File: config.mk
export PLATFORM = sky130hd
export DESIGN_NAME = store_data_fetch
export DESIGN_NICKNAME = d
export VERILOG_FILES = /design/src/rtl/store_data_fetch.sv
export SDC_FILE = /design/constraint.sdc
export NUM_CORES = 1
export LEC_CHECK = 0
export CORE_MARGIN = 2
export CORE_UTILIZATION = 40
export CTS_CLUSTER_DIAMETER = 150
export DETAILED_ROUTE_END_ITERATION = 8
export PLACE_DENSITY_LB_ADDON = 0.1
export SLEW_MARGIN = 40
export SYNTH_ARGS = -nofsm -noshare
export SYNTH_HDL_FRONTEND = slang
export SYNTH_SLANG_ARGS = --single-unit
File: constraint.sdc
create_clock -name clk -period 3.5 [get_ports clk]
set_input_delay 0.7 -clock clk [delete_from_list [all_inputs] [get_ports clk]]
set_output_delay 0.7 -clock clk [all_outputs]
set_load 0.1 [all_outputs]
File: src/rtl/store_data_fetch.sv
// Store-data fetch stage: reads store data from the RF (or an immediate tag),
// aligns it to its byte lane and writes it into the store queue.
package store_data_fetch_pkg;
  localparam int XLEN  = 32;
  localparam int TAG_W = 7;
  localparam int SQN_W = 6;

  typedef struct packed {
    logic             valid;
    logic [TAG_W-1:0] tag;
    logic [SQN_W-1:0] storeSqN;
    logic [1:0]       offs;
  } StDataLookupUOp;

  typedef struct packed {
    logic             taken;
    logic             flush;
    logic [SQN_W-1:0] storeSqN;
  } BranchProv;

  typedef struct packed {
    logic             valid;
    logic [SQN_W-1:0] storeSqN;
    logic [XLEN-1:0]  data;
  } SqWrite;
endpackage

module store_data_fetch
  import store_data_fetch_pkg::*;
(
  input  logic             clk,
  input  logic             rst,
  input  StDataLookupUOp   IN_uop,
  output logic             OUT_ready,
  input  BranchProv        IN_branch,
  output logic             OUT_rfReadValid,
  output logic [TAG_W-2:0] OUT_rfReadAddr,
  input  logic             IN_rfReadGrant,
  input  logic [XLEN-1:0]  IN_rfReadData,
  output SqWrite           OUT_sqWrite
);
  localparam int STAGES = 2;

  typedef struct packed {
    logic [TAG_W-1:0] tag;
    logic [SQN_W-1:0] sqn;
    logic [1:0]       offs;
  } stage_t;

  // vld_pipe[0]=stA, [1]=stB, [2]=store-queue write
  logic [STAGES:0]  vld_pipe;
  stage_t           st_a, st_b;
  logic [SQN_W-1:0] out_sqn;
  logic [XLEN-1:0]  out_data;

  logic             a_imm, a_adv, kill_in, kill_a, kill_b;
  logic [XLEN-1:0]  raw, shifted;

  // Younger-than-branch test on wrap-around sequence numbers: difference > 0.
  function automatic logic killed(input logic [SQN_W-1:0] sqn, input BranchProv br);
    logic [SQN_W-1:0] d;
    d = sqn - br.storeSqN;
    return br.taken && (br.flush || (!d[SQN_W-1] && (d != '0)));
  endfunction

  always_comb begin
    a_imm   = st_a.tag[TAG_W-1];
    a_adv   = !vld_pipe[0] || a_imm || IN_rfReadGrant;
    kill_in = killed(IN_uop.storeSqN, IN_branch);
    kill_a  = killed(st_a.sqn, IN_branch);
    kill_b  = killed(st_b.sqn, IN_branch);

    OUT_ready       = a_adv;
    OUT_rfReadValid = vld_pipe[0] && !a_imm;
    OUT_rfReadAddr  = st_a.tag[TAG_W-2:0];

    // RF data lands in the cycle stB holds the entry (write-first RF)
    raw     = st_b.tag[TAG_W-1] ? {{(XLEN-TAG_W+1){1'b0}}, st_b.tag[TAG_W-2:0]}
                                : IN_rfReadData;
    shifted = raw << {st_b.offs, 3'b000};

    OUT_sqWrite          = '0;
    OUT_sqWrite.valid    = vld_pipe[STAGES];
    OUT_sqWrite.storeSqN = out_sqn;
    OUT_sqWrite.data     = out_data;
  end

  always_ff @(posedge clk or posedge rst) begin
    if (rst) begin
      vld_pipe <= '0;
      st_a     <= '0;
      st_b     <= '0;
      out_sqn  <= '0;
      out_data <= '0;
    end else begin
      if (a_adv) begin
        st_a        <= '{tag: IN_uop.tag, sqn: IN_uop.storeSqN, offs: IN_uop.offs};
        vld_pipe[0] <= IN_uop.valid && !kill_in;
        st_b        <= st_a;
        // kill wins over grant: an already-issued read is simply ignored
        vld_pipe[1] <= vld_pipe[0] && !kill_a;
      end else begin
        vld_pipe[0] <= vld_pipe[0] && !kill_a;
        vld_pipe[1] <= 1'b0;
      end
      vld_pipe[2] <= vld_pipe[1] && !kill_b;
      out_sqn     <= st_b.sqn;
      out_data    <= shifted;
    end
  end
endmodule

Yosys cells after proc, flatten, opt, wreduce, memory -nomap -nowiden

Index checks and enable logic that the tools add are counted.
W data, S select, Z words.

$add $sub $neg: 3
Shift operators: 1
Muxes and demuxes: 2
Reduce and logical (&&, ||, !) cells: 26

Operators with widths:

| operator            | number |
|---|---|
| $mux W32            | 1 |
| $shl A32 B5 Y32     | 1 |
| $reduce_bool A6 Y1  | 3 |
| $sub A6 B6 Y6       | 3 |
| $logic_and A1 B1 Y1 | 10 |
| $logic_not A1 Y1    | 8 |
| $logic_or A1 B1 Y1  | 5 |
| $mux W2             | 1 |

Register bits after elaboration: 71
Bits of input ports: 59
Output and inout bits: 47
Word-level logic and storage cells: 41

Longest topological paths before layout

Depth in word-level cells: 8
Depth in mapped cells: 9
Depth with buffers taken out: 9

Worst setup path after synthesis

Ideal clock, no wire load.

Path kind: reg-to-output
From: register st_a, in the netlist a_imm
To: output OUT_ready
Arrival: 2.514 ns
Data required time: 2.800 ns
Setup slack: 0.286 ns
Cell stages (with the launch flop): 5
Path buffers: 1
Cell sequence: dfrtp_1 nor2b_1 and2b_1 clkinv_1 buf_6

Cells in the longest elaborated chain, start to end: 2

RTL lines:

| element                          | line | source |
|---|---|---|
| start, declared                  | 52   | `stage_t st_a, st_b;` |
| start signal, assigned           | 97   | `st_a <= '{tag: IN_uop.tag, sqn: IN_uop.storeSqN, offs: IN_uop.offs};` |
| $logic_or A1 B1 Y1 (2 in series) | 68   | `a_adv = !vld_pipe[0] \|\| a_imm \|\| IN_rfReadGrant;` |
| end, declared                    | 34   | `output logic OUT_ready,` |

Every way passes these cells.

Final worst setup path

From: input IN_branch[0] (netlist name)
To: register vld_pipe[0]

Cells in the longest elaborated chain, start to end: 8
Elaborated cells between the ends (all ways): 17

RTL lines:

| element                                                       | line    | source |
|---|---|---|
| start, declared                                               | 35      | `input BranchProv IN_branch,` |
| $sub A6 B6 Y6                                                 | 62      | `d = sqn - br.storeSqN;` |
| $reduce_bool A6 Y1 / $logic_not A1 Y1 (equally long branches) | 63      | `return br.taken && (br.flush \|\| (!d[SQN_W-1] && (d != '0)));` |
| $logic_and A1 B1 Y1                                           | 63      |  |
| $logic_or A1 B1 Y1                                            | 63      |  |
| $logic_and A1 B1 Y1                                           | 63      |  |
| $logic_not A1 Y1, on equally long branches                    | 103, 98 |  |
| $logic_and A1 B1 Y1, on equally long branches                 | 103, 98 |  |
| $mux W2 *                                                     | 96      | `if (a_adv) begin` |
| end signal, assigned                                          | 98      | `vld_pipe[0] <= IN_uop.valid && !kill_in;` |
| end signal, assigned                                          | 103     | `vld_pipe[0] <= vld_pipe[0] && !kill_a;` |
| end, declared                                                 | 51      | `logic [STAGES:0] vld_pipe;` |

Every way passes the cells marked *; elsewhere a longest branch is shown, timed or not.
A chain may end at the register's enable or synchronous reset.

==> impl_metrics.env <==
export IMPL_drt_iter0_drc=81
export IMPL_arrival_ps=2830
export IMPL_mostFrequentLayoutCells="dfrtp_1, clkdlybuf4s50_1, buf_2, mux2_2, nor2_1"
export IMPL_start_util_pct=41.56
export IMPL_root_buffer="clkbuf_8"
export IMPL_post_cts_buffers=0
export IMPL_relSlewSlack_pct=47.27
export IMPL_hold_path_end="out_sqn[0]"
export IMPL_die_w_um=99.65
export IMPL_drive_gt1_share_pct=25.00
export IMPL_worst_setup_path_type="in -> reg"
export IMPL_grt_pass1_vias=2694
export IMPL_synthMuxAreaShare_pct=14.60
export IMPL_fin_crit_sh_pct=74.77
export IMPL_syn_area_mm2=0.003660
export IMPL_r2r_cells=9
export IMPL_n_antenna_cell=0
export IMPL_worst_setup_path_start_kind="input pin"
export IMPL_reg2reg_setup_slack_ps=1400
export IMPL_avgSynthCellArea_um2=11.19
export IMPL_worstSetupEndpointType="register"
export IMPL_reg2reg_from="st_a[2]"
export IMPL_insertion_delay_ps=340
export IMPL_dr_pass1_iters=4
export IMPL_fin_crit_ps=2617
export IMPL_drc=0
export IMPL_rsz0062_at_grt="no"
export IMPL_dp_cells=520
export IMPL_setup_viol=0
export IMPL_leakage_nw=2.189
export IMPL_dieArea_mm2=0.009930
export IMPL_hpwl_mm=6.001
export IMPL_ir_worst_vdd_uv=253.4
export IMPL_coreArea_mm2=0.008806
export IMPL_tightest_slew_ps=790.9
export IMPL_area_growth_pct=29.03
export IMPL_finalNonFillerCells=536
export IMPL_yosysUniqueCellTypes=45
export IMPL_async_flop_share_pct=100.0
export IMPL_die_y_um=99.65
export IMPL_run_status="finished clean"
export IMPL_avgRoutedWirePerCell_um=15.22
export IMPL_whs_path_depth=0
export IMPL_via_per_inst=5.110
export IMPL_finalWeightedCongestion=0.8121
export IMPL_path_clk_slew_ps=70
export IMPL_yosys_area_share_simple_pct=10.50
export IMPL_synthAdderAreaFrac_pct=6.769
export IMPL_final_common_cell="dfrtp_1"
export IMPL_cts_hold_buf=0
export IMPL_nFillCells=806
export IMPL_synthCells=327
export IMPL_hold_path_class="reg -> reg"
export IMPL_max_cap_violations=0
export IMPL_grt_pass1_wl_mm=13.32
export IMPL_max_freq_ghz=0.3821
export IMPL_setup_tns_ps=0
export IMPL_rows=34
export IMPL_hold_viol=0
export IMPL_cts_buffers=9
export IMPL_max_stage_delay_ps=530
export IMPL_grt_use_total_pct=17.18
export IMPL_ios=106
export IMPL_slowest_stage="clkdlybuf4s50_1"
export IMPL_crit_chain="clkdlybuf4s50_1, ha_1, inv_1, fa_1, xor2_1, nor4b_1, mux2_2, a211oi_1, a211oi_2"
export IMPL_cp_max_fo=3
export IMPL_synth_top_family_by_area="multiplexers"
export IMPL_htreeDepth=3
export IMPL_cts_tree="yes"
export IMPL_port_buffers=105
export IMPL_crit_start="IN_branch[0]"
export IMPL_ys_warn_count=0
export IMPL_holdCritStartpoint="st_b[2]"
export IMPL_antenna_found_initial=0
export IMPL_fin_nets=500
export IMPL_power_density_mw_per_mm2=551.9
export IMPL_wl_mm=8.158
export IMPL_hold_slack_ps=384.0
export IMPL_cp_required_ps=3720
export IMPL_grt_max_degree=46
export IMPL_synth_xor_area_share_pct=2.632
export IMPL_synth_edf_count=0
export IMPL_final_max_slew_viol_count=0
export IMPL_yosysSeqAreaShare_pct=48.55
export IMPL_clock_sinks=71
export IMPL_synth_compound_area_share_pct=11.42
export IMPL_vias=2739
export IMPL_ys_ff_latch=71
export IMPL_fin_skew_ps=8.546
export IMPL_cts_resized=0
export IMPL_synth_fp_nets=404
export IMPL_r2r_end="vld_pipe[0]"
export IMPL_postRouteAntennaNets=0
export IMPL_grt_overflow=0
export IMPL_ys_flop_type="dfrtp_1"
export IMPL_clockBufferDepth=2
registers in the layout, summed over array words and instances (netlist names):
signal	cells
st_b	15
a_imm	1
OUT_rfReadAddr	6
out_sqn	6
st_a	8
vld_pipe	3
out_data	32
power by group:
group,internal [mW],switching [mW]
clock,0.368,0.293
sequential,0.912,0.0700
combinational,0.267,0.696
critical path, delay by kind of cell:
| kind | cells | cell delay, ps |
|---|---|---|
| compound gates | 2 | 370 |
| buf+inv | 2 | 590 |
| mux | 1 | 280 |
| simple gates | 1 | 80 |
| fa+ha+maj | 2 | 590 |
| xor+xnor | 1 | 220 |
kinds of logic (layout without fill, tap and decap cells):
family / after synthesis / after routing
xor gates and xnor gates: 11 / 11
muxes: 49 / 49
adders and majority gates: 18 / 18
and+or+nand+nor: 76 / 76
AOI/OAI and AO/OA: 65 / 65
DFF: 71 / 71
buffers and inverters: 37 / 138
how the worst max path moves through the flow:
stage / end / depth (start not counted)
2_1_floorplan: OUT_ready / 4
3_3_place_gp: vld_pipe[0] / 9
3_5_place_dp: vld_pipe[0] / 9
4_1_cts: vld_pipe[0] / 9
5_1_grt: vld_pipe[0] / 9
6_report: vld_pipe[0] / 9
cell usage after synthesis, types with 2 or more instances:
library cell | number | share of area [%]
mux2_2 | 35 | 11
inv_1 | 13 | 1.3
dfrtp_1 | 71 | 49
clkbuf_1 | 7 | 0.72
mux2i_1 | 14 | 3.8
xor2_1 | 9 | 2.2
buf_2 | 4 | 0.55
a211oi_1 | 5 | 1.0
nor3b_1 | 4 | 0.82
nand2b_1 | 5 | 0.85
a22oi_1 | 12 | 2.5
and2_1 | 3 | 0.51
xnor2_1 | 2 | 0.48
a21oi_1 | 17 | 2.3
ha_1 | 15 | 5.1
o22ai_1 | 7 | 1.2
a21o_1 | 4 | 0.82
nand2_1 | 12 | 1.2
buf_4 | 7 | 1.4
nor2_1 | 30 | 3.1
or3_1 | 3 | 0.51
o21ai_0 | 12 | 1.6
or2_2 | 2 | 0.34
nor4_1 | 3 | 0.51
nor2b_1 | 6 | 1.0
fa_1 | 3 | 1.6
nor4b_1 | 2 | 0.48
buf_6 | 3 | 0.92
stage by stage:
| step | setup slack [ps] | total power [mW] | area [um2] | utilization (%) |
|---|---|---|---|---|
| finish | 883.1 | 2.606 | 4722 | 53.62 |
| global route | 745.7 | 2.732 | 4722 | 53.62 |
| CTS | 905.7 | 2.636 | 4721 | 53.61 |
| detailed placement | 544.5 | 1.962 | 4519 | 51.32 |
| global placement | 635.4 | 2.012 | 4733 | 53.75 |
| floorplan | 285.8 | 1.755 | 3660 | - |
final cells by class:
class | count | area, um2 | area share (%)
repair buffers | 108 | 873.3 | 18.49
multi-input cells | 219 | 1680 | 35.59
well taps | 108 | 135.1 | 2.862
flip-flops and latches | 71 | 1779 | 37.68
inverters | 14 | 52.55 | 1.113
clock inverters | 3 | 42.54 | 0.9009
clock buffers | 13 | 158.9 | 3.365
layer usage:
metal / vias to the layer above / global-route usage (%) / share of wire [%]
li1: 1340 / - / -
met1: 1312 / 24.10 / 48
met2: 85 / 26.46 / 46
met3: 2 / 4.919 / 5.4
met4: 0 / 4.110 / 0.37
met5: - / 0 / 0
No activity file was read; power rests on OpenSTA's default activity.
